## config.mk

```make
export PLATFORM = sky130hd
export DESIGN_NAME = lifegame_frame_scheduler
export DESIGN_NICKNAME = d
export VERILOG_FILES = /design/src/rtl/lifegame_frame_scheduler.sv
export SDC_FILE = /design/constraint.sdc
export NUM_CORES = 1
export LEC_CHECK = 0
export ABC_AREA = 1
export CAP_MARGIN = 20
export CORE_MARGIN = 2
export CORE_UTILIZATION = 50
export CTS_CLUSTER_SIZE = 20
export DETAILED_ROUTE_END_ITERATION = 8
export PLACE_DENSITY_LB_ADDON = 0.25
export SLEW_MARGIN = 15
export SYNTH_ARGS = -nofsm -noshare
export SYNTH_HDL_FRONTEND = slang
export SYNTH_SLANG_ARGS = --single-unit
```

## constraint.sdc

```tcl
create_clock -name plk -period 2.8 [get_ports plk]
set_input_delay 0.28 -clock plk [delete_from_list [all_inputs] [get_ports plk]]
set_output_delay 0.28 -clock plk [all_outputs]
set_load 0.01 [all_outputs]
```

## src/rtl/lifegame_frame_scheduler.sv

```systemverilog
// lifegame_frame_scheduler
//
// Frame-level scheduler for the Game of Life display. It sits between the
// VGA raster counters, the cell-memory display reader and the life-update
// engine. The block does three things:
//   - It decodes the 800x525 raster counts into registered sync, display
//     enable and pixel coordinates.
//   - It launches one generation update per trigger inside vertical blanking.
//   - It owns the cell-memory port select. An update still running when
//     active video begins is aborted and flagged as an overrun.
//
// Optional feature: define LIFEGAME_AUTORUN_EN to build in the frame divider.
// The divider raises a step request every FRAME_DIV frames while run=1.
// Without it, run is ignored and only step_req triggers steps.
//
// Ports
//   plk         pixel clock
//   rst_n       asynchronous reset, active-low
//   h_count     horizontal count 0..799
//   v_count     vertical count 0..524
//   run         level, enables automatic stepping (autorun build only)
//   step_req    one-cycle pulse, request a single generation step
//   step_done   one-cycle pulse from the update engine, generation finished
//   ovr_clr     clears the overrun flag
//   hsync       active-low horizontal sync
//   vsync       active-low vertical sync
//   de          display enable
//   pix_x       visible column 0..639 (0 outside the visible area)
//   pix_y       visible row 0..479 (0 outside the visible area)
//   mem_sel     cell-memory owner, 0 = display reader, 1 = updater
//   step_start  one-cycle pulse, starts the update engine
//   step_abort  one-cycle pulse, the update engine must stop
//   busy        a step is pending or in progress
//   overrun     sticky, an update ran into active video
//   gen_count   completed generations (wraps)
module lifegame_frame_scheduler #(
    parameter int FRAME_DIV = 8
) (
    input  logic        plk,
    input  logic        rst_n,
    input  logic [9:0]  h_count,
    input  logic [9:0]  v_count,
    input  logic        run,
    input  logic        step_req,
    input  logic        step_done,
    input  logic        ovr_clr,
    output logic        hsync,
    output logic        vsync,
    output logic        de,
    output logic [9:0]  pix_x,
    output logic [8:0]  pix_y,
    output logic        mem_sel,
    output logic        step_start,
    output logic        step_abort,
    output logic        busy,
    output logic        overrun,
    output logic [15:0] gen_count
);

    typedef enum logic [1:0] {IDLE, ARMED, STEP, UPDATE} state_t;

    state_t state_q, state_d;
    logic   pending_q, pending_d;
    logic   enter_step, done_ok, abort_d, start_d, memsel_d, busy_d;
    logic   div_fire;

    // Last cycle before vertical blanking / last cycle before active video.
    logic frame_tick, display_edge, de_d;
    assign frame_tick   = (h_count == 10'd799) && (v_count == 10'd524);
    assign display_edge = (h_count == 10'd799) && (v_count == 10'd44);
    assign de_d         = (h_count >= 10'd160) && (v_count >= 10'd45);

`ifdef LIFEGAME_AUTORUN_EN
    logic [7:0] div_cnt;

    always_ff @(posedge plk or negedge rst_n) begin
        if (!rst_n)
            div_cnt <= 8'd0;
        else if (!run)
            div_cnt <= 8'd0;
        else if (frame_tick)
            div_cnt <= (div_cnt == 8'(FRAME_DIV - 1)) ? 8'd0 : div_cnt + 8'd1;
    end

    assign div_fire = run && frame_tick && (div_cnt == 8'(FRAME_DIV - 1));
`else
    // No divider: the automatic trigger is tied off. FRAME_DIV is never 0,
    // so this term is constant 0.
    assign div_fire = run & (FRAME_DIV == 0);
`endif

    // State register
    always_ff @(posedge plk or negedge rst_n) begin
        if (!rst_n) begin
            state_q   <= IDLE;
            pending_q <= 1'b0;
        end else begin
            state_q   <= state_d;
            pending_q <= pending_d;
        end
    end

    // Next-state logic
    always_comb begin
        state_d = state_q;
        unique case (state_q)
            IDLE:    if (pending_q) state_d = ARMED;
            ARMED:   if (frame_tick) state_d = STEP;
            STEP:    state_d = UPDATE;
            UPDATE:  if (step_done || display_edge) state_d = IDLE;
            default: state_d = IDLE;
        endcase
    end

    // Output logic. It computes the value each registered output takes
    // after the coming edge. Because mem_sel, step_start and busy are
    // derived from state_d, they line up with the state they describe.
    always_comb begin
        enter_step = (state_q == ARMED) && frame_tick;
        // A trigger that lands while already pending collapses into it.
        // Entering STEP consumes the pending trigger.
        pending_d  = (pending_q | step_req | div_fire) & ~enter_step;
        done_ok    = (state_q == UPDATE) && step_done;
        // When completion and the display edge coincide, completion wins.
        abort_d    = (state_q == UPDATE) && display_edge && !step_done;
        start_d    = (state_d == STEP);
        memsel_d   = (state_d == STEP) || (state_d == UPDATE);
        busy_d     = (state_d != IDLE) || pending_d;
    end

    // Registered outputs
    always_ff @(posedge plk or negedge rst_n) begin
        if (!rst_n) begin
            hsync      <= 1'b1;
            vsync      <= 1'b1;
            de         <= 1'b0;
            pix_x      <= 10'd0;
            pix_y      <= 9'd0;
            mem_sel    <= 1'b0;
            step_start <= 1'b0;
            step_abort <= 1'b0;
            busy       <= 1'b0;
            overrun    <= 1'b0;
            gen_count  <= 16'd0;
        end else begin
            hsync      <= !((h_count >= 10'd16) && (h_count <= 10'd111));
            vsync      <= !((v_count >= 10'd10) && (v_count <= 10'd11));
            de         <= de_d;
            pix_x      <= de_d ? (h_count - 10'd160) : 10'd0;
            pix_y      <= de_d ? 9'(v_count - 10'd45) : 9'd0;
            mem_sel    <= memsel_d;
            step_start <= start_d;
            step_abort <= abort_d;
            busy       <= busy_d;
            // A new overrun takes priority over a clear in the same cycle.
            if (abort_d)
                overrun <= 1'b1;
            else if (ovr_clr)
                overrun <= 1'b0;
            if (done_ok)
                gen_count <= gen_count + 16'd1;
        end
    end

endmodule

```

# Yosys cells after proc, flatten, opt, wreduce, memory -nomap -nowiden
# Index checks and enable logic that the tools add are counted.
[op_classes]
addsub = 3
n_lt_le_gt_ge = 6
eq_ne = 8
mux = 8
bitwise = 3
n_reduce_logical = 18
[op_table]
columns = ["op", "n"]
rows = [
  ["== test 10 bit (second input constant)", 2],
  ["adder 16 x 1 -> 16 bit (second input constant)", 1],
  ["== test 10 x 6 -> 1 bit (second input constant)", 1],
  [">= comparator 10 x 4 -> 1 bit (second input constant)", 1],
  [">= comparator 10 x 5 -> 1 bit (second input constant)", 1],
  [">= comparator 10 x 6 -> 1 bit (second input constant)", 1],
  [">= comparator 10 x 8 -> 1 bit (second input constant)", 1],
  ["<= comparator 10 x 4 -> 1 bit (second input constant)", 1],
  ["<= comparator 10 x 7 -> 1 bit (second input constant)", 1],
  ["two-way mux 10 bit", 1],
  ["subtractor 10 x 8 -> 10 bit (second input constant)", 1],
  ["logical AND 1 bit", 9],
  ["two-way mux 9 bit", 1],
  ["subtractor 9 x 6 -> 9 bit (second input constant)", 1],
  ["== test 2 bit (second input constant)", 4],
  ["one-hot mux 2 bit (4 select lines)", 1],
  ["two-way mux 2 bit", 3],
  ["nonzero test 2 bit", 2],
  ["logical NOT 1 bit", 3],
  ["logical OR 1 bit", 3],
  ["== test 2 x 1 -> 1 bit (second input constant)", 1],
  ["logical NOT 2 bit", 1],
  ["two-way mux 1 bit", 2],
  ["bitwise AND 1 bit", 1],
  ["2 further kinds", 2],
]
[word_totals]
regBits = 46
input_bits = 26
out_inout_bits = 43
word_cells = 59

# Depth between registers and ports, before layout
[logic_depth]
word_depth = 7
mapped_depth = 13
ltp_nobuf = 13

# Worst setup path after synthesis
# OpenSTA, ideal clock, no wires.
[synth_path]
path_type = "register -> register"
start = "register, netlist name mem_sel"
end = "register gen_count[13]"
setup_ns = 0.117
arrival_time_ns = 1.281
required_time_ns = 2.683
setup_slack_ns = 1.402
path_stages_with_launch = 10
n_path_buf = 0
synth_period_minus_slack_ns = 1.398
path_cell_list = "dfrtp_1 -> nand3_4 -> nor2_4 -> nand3_2 -> nor2_4 -> nand2_2 -> nor2_4 -> nand2_1 -> nand2_1 -> nand2_1"
[synth_rtl]
columns = ["element", "line_no", "source"]
rows = [
  ["to (signal assigned)", "161", "gen_count <= gen_count + 16'd1;"],
  ["to (decl)", "57", "output logic [15:0] gen_count"],
]

# Final worst setup path
[layout_path]
start = "input port v_count[0]"
end = "register pix_x[7]"
[layout_via]
elab_chain_cells = 3
[layout_rtl]
columns = ["element", "line_no", "source"]
rows = [
  ["from (decl)", "42", "input logic [9:0] v_count,"],
  [">= comparator 10 x 6 -> 1 bit", "71", "assign de_d = (h_count >= 10'd160) && (v_count >= 10'd45);"],
  ["logical AND 1 bit", "71", ""],
  ["two-way mux 10 bit", "149", "pix_x <= de_d ? (h_count - 10'd160) : 10'd0;"],
  ["to (signal assigned)", "149", ""],
  ["to (decl)", "50", "output logic [9:0] pix_x,"],
]
# No other way between the ends.
# A chain may end at the register's enable or synchronous reset.

==> metrics <==
grt met1 use=0.231; reg2reg setup slack=1340 ps; residual DRC count=0; Post-Synth Adder-Cell Area=0.0343; first-iteration detailed-routing DRC count=82; normalized max-slew margin=0.589; P&R area growth vs syn=39.3%; fin crit period=2020 ps; fin cells=375; dpl ws=482 ps; fin crit share=0.720; Nets=354; met3 Resource Use GR=0.0491; PwrDens=429 nW/um^2; status=finished, final reports clean; worst slew pin tran=612 ps; chip width=70.2 um; CTS tree=built; Root Buffer=clkbuf_8; Post-CTS Resized=0; die height=70.2 um; most frequent cells in the layout=66 x clkdlybuf4s50_1, 45 x nand2_1, 43 x dfrtp_1; most common cell after layout, fill and taps aside=clkdlybuf4s50_1; Setup WS post-layout=784 ps; largest family of logic cells by synthesized area=simple AND/OR/NAND/NOR gates; CTS H-tree lvls=2; filler cell count=336; Worst Hold Class=in -> async; syn_nets=279; Synth Flop Type=dfrtp_1; mux cell area share after synthesis=0; Clock Skew=4.18 ps; Post-Synth XOR/XNOR Area=0.0640; Placer Congestion=0.841; Placed Area=2920 sq um; Routed Antenna Nets=0; R2R Path End=gen_count[13]; CTS Hold Bufs=0; Syn Area/Cell=8.86 sq um; CTS buffer count=5; Clock Path Buffers=2; CP Launch Type=primary input; final setup TNS=0 ps; synth unique cells=29; design area=3050 sq um; CP Data Arrival Time=2200 ps; DRT Wirelength=4240 um; via count=1,776; Synth Area in Compound Gates=0.0280; sequential share of the synthesized area=0.515; Crit Path Category=in -> reg; pin count of the biggest net entering global routing=46; worst-path cell chain=clkdlybuf4s50_1, inv_1, ha_1, o21ai_2, nand2_1, nand2_1, inv_1, nand3_1, o21ai_1, buf_4, nor3_1; Final Power=0.00131 W; slowest cell delay on critical path=440 ps; Sink Count=45; maxcap violations=0; Clk pin slew, worst setup/hold paths=80 ps; Detail Placement HPWL=3310 um; wire per inst=11.3 um; worst-path fanout max=12; antenna cell count=0; required time worst endpoint=2980 ps; Syn. warnings=0; leak pwr=1.48 nW; most used routing layer=met2; IO Pins=69; FMAX=496 MHz; ys async rst share=1.00; gr usage total=0.182; RSZ-0062 raised after global routing=no; CP endpoint kind=flip-flop; Setup Viol. Count Final=0; first-pass GRT wire length=7120 um; PortBufs=67; synthesized area=2190 sq um; core area=4290 sq um; initial antenna violation count=0; clk_lat worst skew=290 ps; placement row count=24; share of cells above drive strength 1=0.0867; vias in the first global route=1,648; VDD IR-drop max=0.268 mV; routed vias/inst=4.74; EDFF count, synth=0; register bit total from synthesis=45; count of pins over their slew limit=0; grt ovf=0; Starting Density=0.510; Setup Buffers After CTS=0; Slowest-stage cell, CP=clkdlybuf4s50_1; Cells after Synth=247; grt met2 use=0.303; placed instance count=365; R2R depth=9; Initial DRT Pass Iterations=4; full die area=4920 sq um; Fin. Hold Viols=0; Synth Area in Simple Gates=0.283; Worst R2R Start=mem_sel
==> how the worst max path moves through the flow <==
stage | to | slack (ps) | startpoint
floorplan | gen_count[13] | 1400 | mem_sel
global placement | pix_x[7] | 550 | v_count[0]
finish | pix_x[7] | 780 | v_count[0]
detailed placement | pix_x[7] | 480 | v_count[0]
global route | pix_x[7] | 590 | v_count[0]
CTS | pix_x[7] | 790 | v_count[0]
==> logic make-up after synthesis <==
family / Yosys count
AO/OA/AOI/OAI: 9
adder cells (fa/ha/maj): 6
flip-flops: 45
AND/OR/NAND/NOR: 128
buffers and inverters: 43
XOR/XNOR: 16
==> state kept, by name, indices dropped and copies added, names as in the netlist <==
register and count:
busy 1, de 1, gen_count 16, hsync 1, mem_sel 1, overrun 1, pending_q 1, pix_x 10
pix_y 9, state_q 1, step_abort 1, step_start 1, vsync 1
==> stage by stage <==
stage           util  hold WS (ps)
5_1_grt        0.710           445
2_1_floorplan      -         -15.6
3_3_place_gp   0.679           489
6_report       0.710           426
4_1_cts        0.703           174
3_5_place_dp   0.679           491
==> layer usage <==
metal  share of wire  wire (um)
met1            0.47       1970
met2            0.47       1990
met3           0.053        224
met4           0.013         55
met5               0          0
==> worst max-delay path: cells and delay by family <==
family	cells	cell delay, ps
AND/OR/NAND/NOR	4	310
adder cells (fa/ha/maj)	1	230
buffers and inverters	4	960
AO/OA/AOI/OAI	2	420
==> final cells by class <==
class                      instances  area [sq um]  area share
sequential                        45          1130       0.370
multi-input combinational        159           897       0.294
timing repair buffer              70           703       0.231
inverter                          41           154      0.0505
clock buffer                       7          96.3      0.0316
tap                               52          65.1      0.0213
clock inverter                     1          5.00     0.00164
==> power by group <==
group | internal [W] | switching, W | total (W)
sequential | 0.000678 | 0.00000767 | 0.000685
combinational | 0.000103 | 0.0000893 | 0.000192
clock | 0.000223 | 0.000209 | 0.000432
==> synthesized netlist by cell type (2+ instances only) <==
cell type,n,area (sq um)
nand2_1,45,169
dfrtp_1,43,1080
inv_1,41,154
nor2_1,39,146
nand3_1,12,60.1
xor2_1,11,96.3
nor3_1,10,50.1
ha_1,6,75.1
nor2_4,5,56.3
xnor2_1,5,43.8
nand4_1,4,25.0
a21oi_1,2,10.0
buf_2,2,10.0
dfstp_2,2,52.6
nand3_2,2,20.0
nand3_4,2,35.0
nor2_2,2,12.5
o21ai_0,2,10.0
or2_2,2,12.5
Note: power is estimated with default switching activity, not from simulation.
